==> src/rtl/spram_march_pkg.sv <==
// Shared types and constants for the single-port RAM march tester.
// No logic here: state encoding, read pipeline depth and the default phase-1 pattern.
package spram_march_pkg;

  typedef enum logic [2:0] {IDLE, WR0, RD0, WR1, RD1, DONE} march_state_t;

  localparam int RD_LAT = 2;
  localparam logic [3:0] DEF_PATTERN = 4'b1010;

endpackage

==> src/rtl/spram_march_ctrl.sv <==
// March tester for a single-port RAM (write P, read P, write ~P, read ~P). A clean run takes 4*DEPTH+2 cycles.
// start is honoured only in IDLE/DONE. The RAM is driven every cycle and is never stalled.
import spram_march_pkg::*;

module spram_march_ctrl #(
  parameter int DATA_WIDTH = 4,
  parameter int ADDR_WIDTH = 4,
  parameter logic [DATA_WIDTH-1:0] PATTERN = DATA_WIDTH'(DEF_PATTERN)
) (
  input  logic                  clk,
  input  logic                  reset,
  input  logic                  start,
  output logic                  mem_we,
  output logic [ADDR_WIDTH-1:0] mem_addr,
  output logic [DATA_WIDTH-1:0] mem_din,
  input  logic [DATA_WIDTH-1:0] mem_dout,
  output logic                  busy,
  output logic                  done,
  output logic                  pass,
  output logic [ADDR_WIDTH-1:0] fail_addr,
  output logic [DATA_WIDTH-1:0] fail_data
);

  localparam logic [ADDR_WIDTH-1:0] LAST_ADDR = '1;

  march_state_t state, nxt_state;

  // Stage 0 of the read delay line is mem_addr itself; rd_addr is stage 1.
  logic [RD_LAT-1:0]     rd_vld, nxt_rd_vld;
  logic [ADDR_WIDTH-1:0] rd_addr, nxt_rd_addr;

  logic                  nxt_we, nxt_busy, nxt_done, nxt_pass;
  logic [ADDR_WIDTH-1:0] nxt_addr, nxt_fail_addr;
  logic [DATA_WIDTH-1:0] nxt_din, nxt_fail_data, expected;
  logic                  last_addr, issue;

  always_comb begin
    nxt_state     = state;
    nxt_we        = mem_we;
    nxt_addr      = mem_addr;
    nxt_din       = mem_din;
    nxt_busy      = busy;
    nxt_done      = done;
    nxt_pass      = pass;
    nxt_fail_addr = fail_addr;
    nxt_fail_data = fail_data;
    nxt_rd_addr   = mem_addr;
    issue         = 1'b0;
    expected      = (state == RD1) ? ~PATTERN : PATTERN;
    last_addr     = (mem_addr == LAST_ADDR);

    case (state)
      IDLE, DONE: begin
        if (start) begin
          nxt_state     = WR0;
          nxt_we        = 1'b1;
          nxt_addr      = '0;
          nxt_din       = PATTERN;
          nxt_busy      = 1'b1;
          nxt_done      = 1'b0;
          nxt_pass      = 1'b0;
          nxt_fail_addr = '0;
          nxt_fail_data = '0;
        end
      end
      WR0, WR1: begin
        if (last_addr) begin
          nxt_state = (state == WR0) ? RD0 : RD1;
          nxt_we    = 1'b0;
          nxt_addr  = '0;
          issue     = 1'b1;
        end else begin
          nxt_addr = mem_addr + 1'b1;
        end
      end
      RD0, RD1: begin
        if (rd_vld[0] && !last_addr) begin
          nxt_addr = mem_addr + 1'b1;
          issue    = 1'b1;
        end
        if (rd_vld[RD_LAT-1]) begin
          if (mem_dout != expected) begin
            // First mismatch wins; reads still in flight are dropped.
            nxt_state     = DONE;
            nxt_we        = 1'b0;
            nxt_busy      = 1'b0;
            nxt_done      = 1'b1;
            nxt_pass      = 1'b0;
            nxt_fail_addr = rd_addr;
            nxt_fail_data = mem_dout;
          end else if (rd_addr == LAST_ADDR) begin
            if (state == RD0) begin
              nxt_state = WR1;
              nxt_we    = 1'b1;
              nxt_addr  = '0;
              nxt_din   = ~PATTERN;
            end else begin
              nxt_state = DONE;
              nxt_busy  = 1'b0;
              nxt_done  = 1'b1;
              nxt_pass  = 1'b1;
            end
          end
        end
      end
      default: nxt_state = IDLE;
    endcase

    nxt_rd_vld = (nxt_state inside {RD0, RD1}) ? {rd_vld[RD_LAT-2:0], issue} : '0;
  end

  always_ff @(posedge clk or posedge reset) begin
    if (reset) begin
      state     <= IDLE;
      rd_vld    <= '0;
      rd_addr   <= '0;
      mem_we    <= 1'b0;
      mem_addr  <= '0;
      mem_din   <= '0;
      busy      <= 1'b0;
      done      <= 1'b0;
      pass      <= 1'b0;
      fail_addr <= '0;
      fail_data <= '0;
    end else begin
      state     <= nxt_state;
      rd_vld    <= nxt_rd_vld;
      rd_addr   <= nxt_rd_addr;
      mem_we    <= nxt_we;
      mem_addr  <= nxt_addr;
      mem_din   <= nxt_din;
      busy      <= nxt_busy;
      done      <= nxt_done;
      pass      <= nxt_pass;
      fail_addr <= nxt_fail_addr;
      fail_data <= nxt_fail_data;
    end
  end

endmodule

==> config.mk <==
export PLATFORM = sky130hd
export DESIGN_NAME = spram_march_ctrl
export DESIGN_NICKNAME = d
export VERILOG_FILES = /design/src/rtl/spram_march_pkg.sv /design/src/rtl/spram_march_ctrl.sv
export SDC_FILE = /design/constraint.sdc
export NUM_CORES = 1
export LEC_CHECK = 0
export CAP_MARGIN = 10
export CORE_MARGIN = 4
export CORE_UTILIZATION = 52
export DETAILED_ROUTE_END_ITERATION = 7
export MAX_ROUTING_LAYER = met4
export PLACE_DENSITY = 0.9
export REMOVE_ABC_BUFFERS = 1
export SLEW_MARGIN = 10
export SYNTH_ARGS = -nofsm -noshare
export SYNTH_HDL_FRONTEND = slang
export SYNTH_SLANG_ARGS = --single-unit
==> constraint.sdc <==
create_clock -name clk -period 1.8 [get_ports clk]
set_input_delay 0.45 -clock clk [delete_from_list [all_inputs] [get_ports clk]]
set_output_delay 0.45 -clock clk [all_outputs]
set_load 0.05 [all_outputs]
Word level (Yosys, flattened, before mapping)
Cells that the tools add are included.
{"block": "word_totals", "regBits": 29, "in_bits": 7, "output_inout_bits": 20, "elab_cells": 100}
{"block": "op_classes", "n_addsub": 1, "eq_ne": 20, "n_mux": 54, "reduce_logical": 14}
{"cell": "two-way mux 4 bit", "count": 17}
{"cell": "case mux 4 bit (2 select lines)", "count": 3}
{"cell": "two-way mux 3 bit", "count": 7}
{"cell": "two-way mux 1 bit", "count": 19}
{"cell": "inequality test 2 bit, second input constant", "count": 7}
{"cell": "case mux 4 bit (3 select lines)", "count": 1}
{"cell": "AND reduction 6 bit", "count": 2}
{"cell": "== test 3 x 2 -> 1 bit, second input constant", "count": 3}
{"cell": "== test 3 bit, second input constant", "count": 3}
{"cell": "inequality test 3 bit, second input constant", "count": 3}
{"cell": "case mux 3 bit (3 select lines)", "count": 1}
{"cell": "== test 4 bit, second input constant", "count": 2}
{"cell": "case mux 1 bit (2 select lines)", "count": 4}
{"cell": "OR reduction 2 bit", "count": 3}
{"cell": "AND reduction 5 bit", "count": 1}
{"cell": "adder 4 x 1 -> 4 bit, second input constant", "count": 1}
{"cell": "inequality test 4 bit", "count": 1}
{"cell": "AND reduction 4 bit", "count": 1}
{"cell": "nonzero test 2 bit", "count": 2}
{"cell": "== test 3 x 1 -> 1 bit, second input constant", "count": 1}
{"cell": "zero test 3 bit", "count": 1}
{"cell": "case mux 1 bit (3 select lines)", "count": 1}
{"cell": "nonzero test 3 bit", "count": 1}
{"cell": "two-way mux 2 bit", "count": 1}
{"cell": "3 further kinds", "count": 3}

Logic depth before layout (Yosys ltp)
Gate-level depths: netlist (run 1).
{"block": "depth", "word_depth": 9, "mapped_depth": 6, "depth_no_buf": 5}

Least setup slack after synthesis (run 1)
OpenSTA, ideal clock, no wires.
{"block": "synth_timing", "path_kind": "reg2reg", "start": "reg mem_addr[0]", "end": "reg mem_addr[3]", "arrival_ns": 1.771, "required_ns": 1.651, "slack_ns": -0.119, "path_stages_with_launch": 7, "synth_period_minus_slack_ns": 1.919, "cell_sequence": "dfrtp_1 -> ha_1 -> buf_2 -> nand3_1 -> and3_1 -> o31ai_1 -> o311ai_0"}
{"block": "synth_between", "elab_chain_cells": 9}
{"item": "start, declared", "line": "spram_march_ctrl.sv:14", "text": "output logic [ADDR_WIDTH-1:0] mem_addr,"}
{"item": "start signal, assigned", "line": "spram_march_ctrl.sv:130", "text": "mem_addr <= nxt_addr;"}
{"item": "parallel branches: the longest is 8 deep, another holds adder 4 x 1 -> 4 bit"}
{"item": "case mux 4 bit (3 select lines) *", "line": "spram_march_ctrl.sv:52", "text": "case (state)"}
Every way passes the cells marked *.
A chain may end at the register's enable or synchronous reset.

Worst setup path in the final report (run 1)
{"block": "layout_timing", "start": "in mem_dout[3]", "end": "reg fail_addr[2]"}
{"block": "layout_between", "elab_chain_cells": 3}
{"item": "start, declared", "line": "spram_march_ctrl.sv:16", "text": "input logic [DATA_WIDTH-1:0] mem_dout,"}
{"item": "inequality test 4 bit", "line": "spram_march_ctrl.sv:82", "text": "if (mem_dout != expected) begin"}
{"item": "inequality test 2 bit (no line)"}
{"item": "AND reduction 4 bit (no line)"}
{"item": "end signal, assigned", "line": "spram_march_ctrl.sv:135", "text": "fail_addr <= nxt_fail_addr;"}
{"item": "end, declared", "line": "spram_march_ctrl.sv:20", "text": "output logic [ADDR_WIDTH-1:0] fail_addr,"}
Every way passes these cells.

==> results.md, run 1 <==
Cells and area:
- The register area is 677 sq um.
- The utilization of the core after routing is 69.2%.
- The library cell used most frequently in the layout, excluding fill and tap cells, is buf_4.
- Summing all multi-input logic gate instances after layout gives 822 sq um.
- The final layout contains 199 nets.
- The number of fillers in the final layout is 225.
- The count of non-filler cells in the finished layout is 221.
- The relative area change from synthesis to final layout is 24.0%.
- In the layout the commonest cells are buf_4 (33), dfrtp_1 (26), a22o_1 (9).
- The fraction of layout instances using a drive strength above 1 is 28.9%.
- 0 antenna diodes ended up in the layout.

Synth:
- A synthesized cell averages 10.1 sq um.
- The most used flip-flop cell after synthesis is dfrtp_1.
- Sequential cells were found to cover 42.4% of the synthesized design area.
- The share of the synthesized area in the top cell type is 42.4%.
- In the synthesized netlist, the number of instances is 157.
- The number of warning messages in the yosys log is 0.
- The post-synthesis instance area is 1590 sq um.
- The number of flip-flops and latches in the synthesized netlist is 27.
- Counting flops with a built-in enable in the synthesized netlist gives 0.
- The fraction of synthesis flops using an asynchronous set or reset pin is 100%.
- By area the synthesized netlist is led by dfrtp_1 (42%), a22o_1 (4.9%), buf_4 (2.8%), a31oi_1 (2.4%), nor2b_1 (2.4%).
- The number of unique standard cell types used by synthesis is 54.
- The largest total area in the synthesized netlist belongs to dfrtp_1.

Route:
- The amount of wire on met3 after detailed routing is 177 microns.
- The detailed router used layers up to and including met4.
- The first TritonRoute pass finished after 4 iterations.
- The routed via count divided by cell count is 6.37.
- The first routing iteration left 75 violations.
- The routed design has 3.83 mm of wire.
- The wire length per cell after detailed routing is 17.3 microns.
- The detailed router put a total of 1.65 mm of wire on met1.
- The count of nets left with antenna violations once routing finished came out at 0.
- The routed layout has 1408 vias.
- The remaining design rule violation count is 0.
- Detailed routing placed a total of 1.87 mm of wire on met2.

GRT:
- The global-route wire length before repair is 6.45 mm.
- The number of antenna violations at the first check in global routing was 0.
- The via count of the first global-routing pass came to 1377.
- Entering global routing, the biggest net connects 28 pins.
- Global routing finished with a remaining overflow of 0.
- The all-layer global routing usage is 20.5%.

STA:
- In the finished design, the share of the clock period the worst path needs comes to 98.6%.
- Setup violations remaining at the end of the flow were counted as 0.
- Subtracting the final worst setup slack from the clock period gives 1770 ps.
- The number of failing hold endpoints at the final stage is 0.
- Based on the critical path, the design can be clocked at up to 0.563 GHz.
- The actual transition at the worst max-transition pin is 413 ps.
- In this run the tightest slew margin relative to its limit is 72.4%.
- Across the routed clock network, the largest skew measured is 2.56 ps.
- The final number of max-transition violations is 0.
- Setup repair after global routing could not meet its margin everywhere.
- Setup slack closes at 25.3 ps.

Run status:
- The run finished with clean final reports.

Clock network:
- Counting along the longest clock path gives a buffer depth of 2.
- The clock net in this run drives a total of 27 sinks.
- TritonCTS built the clock tree.
- At the later pin of the worst-skew pair, clock insertion delay measures 330 ps.
- The clock slew seen by the registers of the worst setup and hold paths is 140 ps.
- The clock buffer count from CTS is 3.
- CTS built an H-tree with a depth of 1.
- In this run, post-CTS hold repair placed 0 buffers.
- CTS placed an instance of clkbuf_4 at the clock tree root.

Placement:
- The placed wire-length estimate is 2.91 mm.
- In this run the tool buffered the top-level ports with 26 buffer cells.
- In this run, placement finished with an instance count of 217.
- Routability-driven placement finished with a final weighted congestion of 0.914.
- The placement-stage worst setup slack is -351 ps.

Floorplanning:
- The area of the core region is 2850 sq um.
- The die covers 4010 sq um.
- In this run the core area contains 19 standard-cell rows.
- The die is 63.3 microns wide.
- The I/O pin total is 27.
- The height of the die is 63.3 microns.
- Once the floorplan was initialized, standard cells occupied 55.8% of the core.

Pwr:
- The analysis attributes to cell leakage a power of 0.845 nW.
- VDD sags by at most 0.00112 V.
- The power after layout is 3.61 mW.
- The areal power density over the cells is 1830 nW/um^2.

Worst setup path:
- Measured in cells, the most critical reg-to-reg path has a length of 5.
- STA puts the critical path data arrival time at 2010 ps.
- Of all nets on the critical path, the largest fanout is 9.
- The element type at the critical path start is a primary input.
- The critical path capture point type is a flop.
- Data on the critical path is required at its endpoint by 2040 ps.
- The setup path with the least slack is of type in2reg.

Run:
- Across the run, the number of max-cap violations was 0.

Worst hold path:
- In this run the worst hold path is classified as in2async.
==> layout make-up <==
cell class | instances | area share, %
inverters | 5 | 0.951
multi-input cells | 111 | 41.6
flip-flops and latches | 27 | 34.3
well taps | 31 | 1.96
clock buffers | 3 | 1.14
repair buffers | 43 | 19.6
clock inverters | 1 | 0.380
==> state kept, by name, indices dropped and copies added, names as in the netlist <==
signal and flops:
fail_addr 4, fail_data 4, mem_addr 4, rd_addr 4, state 3, mem_din 2
rd_vld 2, busy 1, done 1, mem_we 1, pass 1
==> metrics by stage <==
stage,setup TNS (ps),area (sq um),hold slack (ps)
final,0,1970,441
after global routing,-84.1,1970,482
after floorplan,-204,1500,480
after detailed placement,-5560,1920,461
after CTS,0,1950,460
after global placement,-3910,1920,461
==> per-layer routing <==
| metal | track usage (%) | vias up |
|---|---|---|
| li1 | - | 670 |
| met1 | 25.2 | 670 |
| met2 | 33.9 | 51 |
| met3 | 3.73 | 17 |
| met4 | 7.28 | 0 |
| met5 | - | - |
==> critical path: stages <==
cell             delay [ps]
clkdlybuf4s50_1         540
nand4bb_1               230
a2bb2oi_1               300
o22ai_2                 210
a22o_1                  280
==> Yosys cell counts (3+ instances only) <==
cell type	number
a21oi_1	7
a22o_1	9
a31oi_1	6
and3_1	3
buf_2	5
buf_4	6
dfrtp_1	27
inv_1	5
nand2_1	4
nand2b_1	5
nand3_1	4
nand4_1	3
nor2_1	8
nor2b_1	6
o211ai_1	3
o21ai_0	7
==> repair_timing <==
item / in CTS / in global routing
buffers inserted: 0 / 0
gates resized for setup: 0 / 7
setup endpoints to repair: 0 / 14
==> power breakdown <==
part | internal (mW) | switching [mW]
combinational | 0.896 | 1.40
clock | 0.0853 | 0.184
sequential | 0.853 | 0.193
==> final timing paths <==
check / slack (ps) / startpoint / endpoint
worst max-delay path: 30 / mem_dout[3] / fail_addr[2]
worst min-delay path: 440 / reset / rd_addr[3]
worst max register to register: 160 / state[2] / pass
worst min register to register: 500 / busy / busy
max in group asynchronous: 1090 / reset / state[1]
min in group clk: 500 / busy / busy
==> cell families after synthesis <==
group	share of synthesized area [%]
simple gates	20.5
xor+xnor	1.10
buf+inv	7.23
fa+ha+maj	0.785
flops	42.4
compound gates	26.7
mux	1.26
Power figures use the tool's default switching activity.
==> inputs of run 2 (changes only) <==
CAP_MARGIN = default   (was 10)
CORE_ASPECT_RATIO = 0.7   (was default)
==> results.md, run 2 (synthesis gave the netlist of run 1 again) <==
Route:
- The routed via count divided by cell count is 6.24 (was 6.37).
- The remaining design rule violation count is 0 (unchanged).
- The overall via count from detail_route came to 1410 (was 1408).
- The DRC marker count from the first detailed-route iteration was 119 (was 75).
- The number of detailed-route iterations in the first pass was 4 (unchanged).
- The wire length per cell after detailed routing was 18.3 microns (was 17.3 microns).
- The wire length after detailed routing came to 4.13 mm (was 3.83 mm).
- The count of nets left with antenna violations after detail routing is 0 (unchanged).

STA:
- The share of the clock period used by the worst path after layout is 98.0% (was 98.6%).
- The final number of max-transition violations came to 0 (unchanged).
- The maximum clock frequency is 0.567 GHz (was 0.563 GHz).
- The number of failing hold endpoints at the final stage is 0 (unchanged).
- The setup violation total in the final timing report is 0 (unchanged).
- The worst setup slack after layout was 36.2 ps (was 25.3 ps).
- The final setup skew was 1.25 ps (was 2.56 ps).
- The actual transition at the worst max-transition pin is 390 ps (was 413 ps).
- The final hold slack was 522 ps (was 441 ps).
- The time the final worst path needs with I/O delays and setup was 1760 ps (was 1770 ps).
- The headroom to the max-slew limit is 73.9% (was 72.4%).

Placement:
- The placed wire-length estimate is 3.03 mm (was 2.91 mm).
- The total instance count after detailed placement was 222 (was 217).
- The weighted congestion at the end of routability-driven global placement is 0.892 (was 0.914).
- The placement-stage worst setup slack is -341 ps (was -351 ps).
- The count of buffers inserted at the top-level ports is 26 (unchanged).

Worst setup path:
- The data arrival time of the worst path is 1930 ps (was 2010 ps).
- The required arrival time at the worst endpoint is 1970 ps (was 2040 ps).
- The critical path capture point type is a flop (unchanged).
- The element type at the critical path start is a primary input (unchanged).
- The minimum setup slack among reg-to-reg paths is 170 ps (was 160 ps).
- The critical-path maximum fanout is 9 (unchanged).
- The kind of critical path is in2reg (unchanged).

Pwr:
- The areal power density over the cells is 1820 nW/um^2 (was 1830 nW/um^2).
- The internal power consumption came to 1.89 mW (was 1.83 mW).
- The proportion of power drawn by flip-flops and latches is 29.2% (was 28.9%).
- The clock group share of total power is 9.7% (was 7.5%).
- The largest vdd supply drop was 0.00101 V (was 0.00112 V).
- The cell leakage power came to 0.910 nW (was 0.845 nW).
- The net switching share of the total power is 49.4% (was 49.2%).
- The switching component of the power is 1.85 mW (was 1.78 mW).
- The combinational power share is 61.0% (was 63.6%).

Floorplanning:
- The area of the core region is 2860 sq um (was 2850 sq um).
- The height of the die is 54.3 microns (was 63.3 microns).
- The full die area came to 4030 sq um (was 4010 sq um).
- The chip width was 74.2 microns (was 63.3 microns).
- The initial core utilization is 55.6% (was 55.8%).
- The number of standard-cell rows in the floorplan is 16 (was 19).
- The I/O pin total is 27 (unchanged).

Clock network:
- The insertion delay of the later-clocked pin in the worst-skew pair is 280 ps (was 330 ps).
- The master cell of the clock root buffer was clkbuf_8 (was clkbuf_4).
- The clock buffer count from CTS is 3 (unchanged).
- The CTS tree is done (unchanged).
- The number of clock sinks is 27 (unchanged).
- The H-tree level count came to 1 (unchanged).
- The clock slew seen by the registers of the worst setup and hold paths is 100 ps (was 140 ps).
- The post-CTS repair timing setup buffer count is 0 (unchanged).
- The largest buffer count on any clock path is 2 (unchanged).

Cells and area:
- The most frequent standard cell in the layout excluding fill and tap cells is buf_4 (unchanged).
- The fraction of layout instances using a drive strength above 1 came to 29.5% (was 28.9%).
- Leading cell types in the layout, fill and taps excluded: buf_4 (33), dfrtp_1 (26), a22o_1 (9) (unchanged).
- The count of non-filler cells in the finished layout is 226 (was 221).
- The relative area change from synthesis to final layout is 29.1% (was 24.0%).
- The count of inserted antenna diode cells is 0 (unchanged).
- The number of nets in the layout is 199 (unchanged).

GRT:
- The via count of the first global-routing pass is 1311 (was 1377).
- The global-route wire length before repair is 6.39 mm (was 6.45 mm).
- The largest net degree at the start of global routing is 28 (unchanged).
- The number of antenna violations at the first check in global routing came to 0 (unchanged).
- The final global-route overflow total is 0 (unchanged).
- The all-layer global routing usage is 21.7% (was 20.5%).

Run status:
- Run status: finished clean (unchanged).

Run:
- The max capacitance violation total came to 0 (unchanged).

Worst hold path:
- The class of the tightest hold or removal check is in2async (unchanged).
==> run 2: layout make-up <==
cell class	instances	area [sq um]
multi-input cells	111	868
flip-flops and latches	27	677
repair buffers	43	398
well taps	36	45.0
fillers	217	807
inverters	5	18.8
clock inverters	1	7.51
clock buffers	3	41.3
==> run 2: power by group through the flow <==
stage,Combinational [mW],Sequential (mW),Clock (mW)
after floorplan,0.682,1.80,0
after global placement,2.18,1.07,0
after detailed placement,2.22,1.09,0
after CTS,2.26,1.08,0.372
after global routing,2.42,1.12,0.393
final,2.29,1.09,0.365
==> run 2: worst max-delay path: stages <==
cell and delay, ps:
clkdlybuf4s50_1 580, and4bb_2 290, a2bb2oi_2 200, o22ai_4 150, a22o_1 270
==> run 2: metal layers <==
| metal | share of wire (%) | up-vias | GRT usage (%) |
|---|---|---|---|
| met2 | 47 | 51 | 33.8 |
| li1 | - | 665 | - |
| met5 | 0 | - | - |
| met4 | 0.65 | 0 | 4.22 |
| met3 | 7.8 | 4 | 4.59 |
| met1 | 44 | 690 | 29.7 |
==> run 2: path summary, 6_finish.rpt <==
check	start	cells past startpoint	to
setup / recovery	mem_dout[0]	5	fail_data[1]
hold / removal	reset	3	mem_addr[2]
setup reg to reg	state[2]	5	fail_data[1]
hold reg to reg	rd_addr[1]	1	fail_addr[1]
max in group asynchronous	reset	3	state[1]
min in group clk	rd_addr[1]	1	fail_addr[1]
==> run 2: per-stage QoR <==
stage | util (%) | area, sq um | setup TNS [ps] | power (mW)
floorplan | - | 1500 | -204 | 2.49
global placement | 67.4 | 1930 | -4300 | 3.25
detailed placement | 67.4 | 1930 | -5350 | 3.32
CTS | 70.8 | 2030 | 0 | 3.71
global route | 71.8 | 2060 | -34.0 | 3.93
finish | 71.8 | 2060 | 0 | 3.74
==> run 2: what timing repair did <==
action,CTS,global route
resized for setup,5,10
pin swaps,0,4
hold endpoints to repair,0,0
hold buffers,0,0
endpoints found under the setup margin,9,17
==> inputs of run 3 (changes only) <==
PLACE_DENSITY = 0.8   (was 0.9)
==> results.md, run 3 (synthesis gave the netlist of run 1 again) <==
Route:
- The count of nets left with antenna violations after detail routing came to 0 (unchanged).
- The remaining design rule violation count is 0 (unchanged).
- The wire length after detailed routing is 4.12 mm (was 4.13 mm).
- The overall via count from detail_route is 1410 (unchanged).
- The wire length per cell after detailed routing was 18.0 microns (was 18.3 microns).
- The number of detailed-route iterations in the first pass was 4 (unchanged).
- The DRC marker count from the first detailed-route iteration came to 86 (was 119).
- The routed via count divided by cell count is 6.16 (was 6.24).

GRT:
- The final global-route overflow total is 0 (unchanged).
- The via count of the first global-routing pass is 1270 (was 1311).
- The all-layer global routing usage is 21.7% (about the same).
- The global-route wire length before repair is 6.44 mm (was 6.39 mm).
- The number of antenna violations at the first check in global routing came to 0 (unchanged).
- The largest net degree at the start of global routing came to 28 (unchanged).

STA:
- The maximum clock frequency was 0.594 GHz (was 0.567 GHz).
- The worst setup slack after layout is 116 ps (was 36.2 ps).
- The actual transition at the worst max-transition pin was 343 ps (was 390 ps).
- The setup violation total in the final timing report came to 0 (unchanged).
- The share of the clock period used by the worst path after layout is 93.5% (was 98.0%).
- The final setup skew is 4.34 ps (was 1.25 ps).
- The time the final worst path needs with I/O delays and setup came to 1680 ps (was 1760 ps).
- The number of failing hold endpoints at the final stage is 0 (unchanged).
- The headroom to the max-slew limit came to 76.8% (was 73.9%).
- The final hold slack is 511 ps (was 522 ps).
- The final number of max-transition violations is 0 (unchanged).

Worst setup path:
- The startpoint of the worst-slack reg-to-reg timing path was state[2] (unchanged).
- The critical-path maximum fanout is 15 (was 9).
- The endpoint of the lowest-slack register-to-register path is mem_addr[3] (was fail_data[1]).
- The required arrival time at the worst endpoint is 1960 ps (was 1970 ps).
- The data arrival time of the worst path is 1840 ps (was 1930 ps).
- The element type at the critical path start is a flop (was primary input).
- The kind of critical path is reg2reg (was in2reg).
- The count of cells along the worst register-to-register path was 5 (unchanged).
- The minimum setup slack among reg-to-reg paths came to 120 ps (was 170 ps).
- The critical path capture point type is a flop (unchanged).

Floorplanning:
- The I/O pin total is 27 (unchanged).
- The area of the core region is 2860 sq um (unchanged).
- The chip width is 74.2 microns (unchanged).
- The number of standard-cell rows in the floorplan is 16 (unchanged).
- The initial core utilization came to 55.6% (unchanged).
- The height of the die is 54.3 microns (unchanged).
- The full die area was 4030 sq um (unchanged).

Placement:
- The weighted congestion at the end of routability-driven global placement came to 0.880 (was 0.892).
- The placement-stage worst setup slack is -316 ps (was -341 ps).
- The count of buffers inserted at the top-level ports is 26 (unchanged).
- The placed wire-length estimate came to 2.99 mm (was 3.03 mm).
- The total instance count after detailed placement is 223 (was 222).

Clock network:
- The H-tree level count is 1 (unchanged).
- The CTS tree is done (unchanged).
- The clock buffer count from CTS is 3 (unchanged).
- The number of clock sinks is 27 (unchanged).
- The insertion delay of the later-clocked pin in the worst-skew pair was 280 ps (about the same).
- The largest buffer count on any clock path came to 2 (unchanged).
- The master cell of the clock root buffer is clkbuf_8 (unchanged).
- The clock slew seen by the registers of the worst setup and hold paths was 100 ps (about the same).

Run status:
- Run status: finished clean (unchanged).

Worst hold path:
- The worst hold path was traced through 0 stages.
- The source of the worst hold timing path is mem_addr[2].
- The class of the tightest hold or removal check was reg2reg (was in2async).
- The endpoint of the worst hold path is rd_addr[2].

Pwr:
- The cell leakage power came to 0.933 nW (was 0.910 nW).
- The power after layout is 3.80 mW (was 3.74 mW).
- The areal power density over the cells came to 1820 nW/um^2 (about the same).
- The largest vdd supply drop is 0.000989 V (was 0.00101 V).

Cells and area:
- The most frequent standard cell in the layout excluding fill and tap cells is buf_4 (unchanged).
- Leading cell types in the layout, fill and taps excluded: buf_4 (36), dfrtp_1 (27), a22o_1 (9) (was buf_4 (33), dfrtp_1 (26), a22o_1 (9)).
- The number of nets in the layout is 202 (was 199).
- The number of fillers in the final layout was 196 (was 217).
- The count of non-filler cells in the finished layout is 229 (was 226).
- The relative area change from synthesis to final layout is 31.1% (was 29.1%).
- The area of the multi-input gates is 877 sq um (was 868 sq um).
- The fraction of layout instances using a drive strength above 1 came to 31.1% (was 29.5%).
- The count of inserted antenna diode cells came to 0 (unchanged).
- The register area is 676 sq um (was 677 sq um).
- The utilization of the core after routing is 72.9% (was 71.8%).

Run:
- The max capacitance violation total came to 0 (unchanged).
## run 3: power by group
group / internal (mW) / switching, mW / total [mW]
clock network: 0.158 / 0.203 / 0.360
logic: 0.931 / 1.44 / 2.37
registers: 0.854 / 0.214 / 1.07
## run 3: critical path, stage by stage, from the launching register on
cell and delay, ps:
dfrtp_1 480, buf_4 240, nand2b_1 210, a21oi_2 330, o2111ai_2 160, o311ai_0 140
## run 3: area by class of cell
class | count | area share (%)
clock inverters | 1 | 0.359
inverters | 5 | 0.899
well taps | 36 | 2.16
multi-input cells | 111 | 42.0
repair buffers | 46 | 20.3
clock buffers | 3 | 1.98
flip-flops and latches | 27 | 32.4
## run 3: timing repair
action	CTS	global route
buffers inserted	0	2
resized for setup	2	14
hold buffers	0	0
gates cloned	0	0
endpoints found under the setup margin	8	19
hold endpoints to repair	0	0
pin swaps	0	4
## run 3: how the worst max path moves through the flow
stage                     cells after the start         from           end  slack, ps
final                                         5     state[2]   mem_addr[3]        120
after global routing                          5     state[2]   mem_addr[3]         -3
after global placement                        5        start  fail_data[2]       -280
after CTS                                     5  mem_dout[0]  fail_data[3]         10
after floorplan                               5  mem_addr[0]   mem_addr[3]       -160
after detailed placement                      5        start  fail_data[3]       -320
## run 3: metal layers
| layer | track usage [%] | wire length, microns | up-vias |
|---|---|---|---|
| met1 | 31.9 | 2030 | 690 |
| li1 | - | - | 676 |
| met3 | 5.14 | 285 | 2 |
| met2 | 30.9 | 1790 | 42 |
| met4 | 3.31 | 10 | 0 |
| met5 | - | 0 | - |
## run 3: stage by stage
stage / setup TNS, ps / cell area, sq um
CTS: 0 / 1990
finish: 0 / 2090
floorplan: -204 / 1500
global route: -3.08 / 2090
global placement: -4430 / 1940
detailed placement: -5080 / 1940
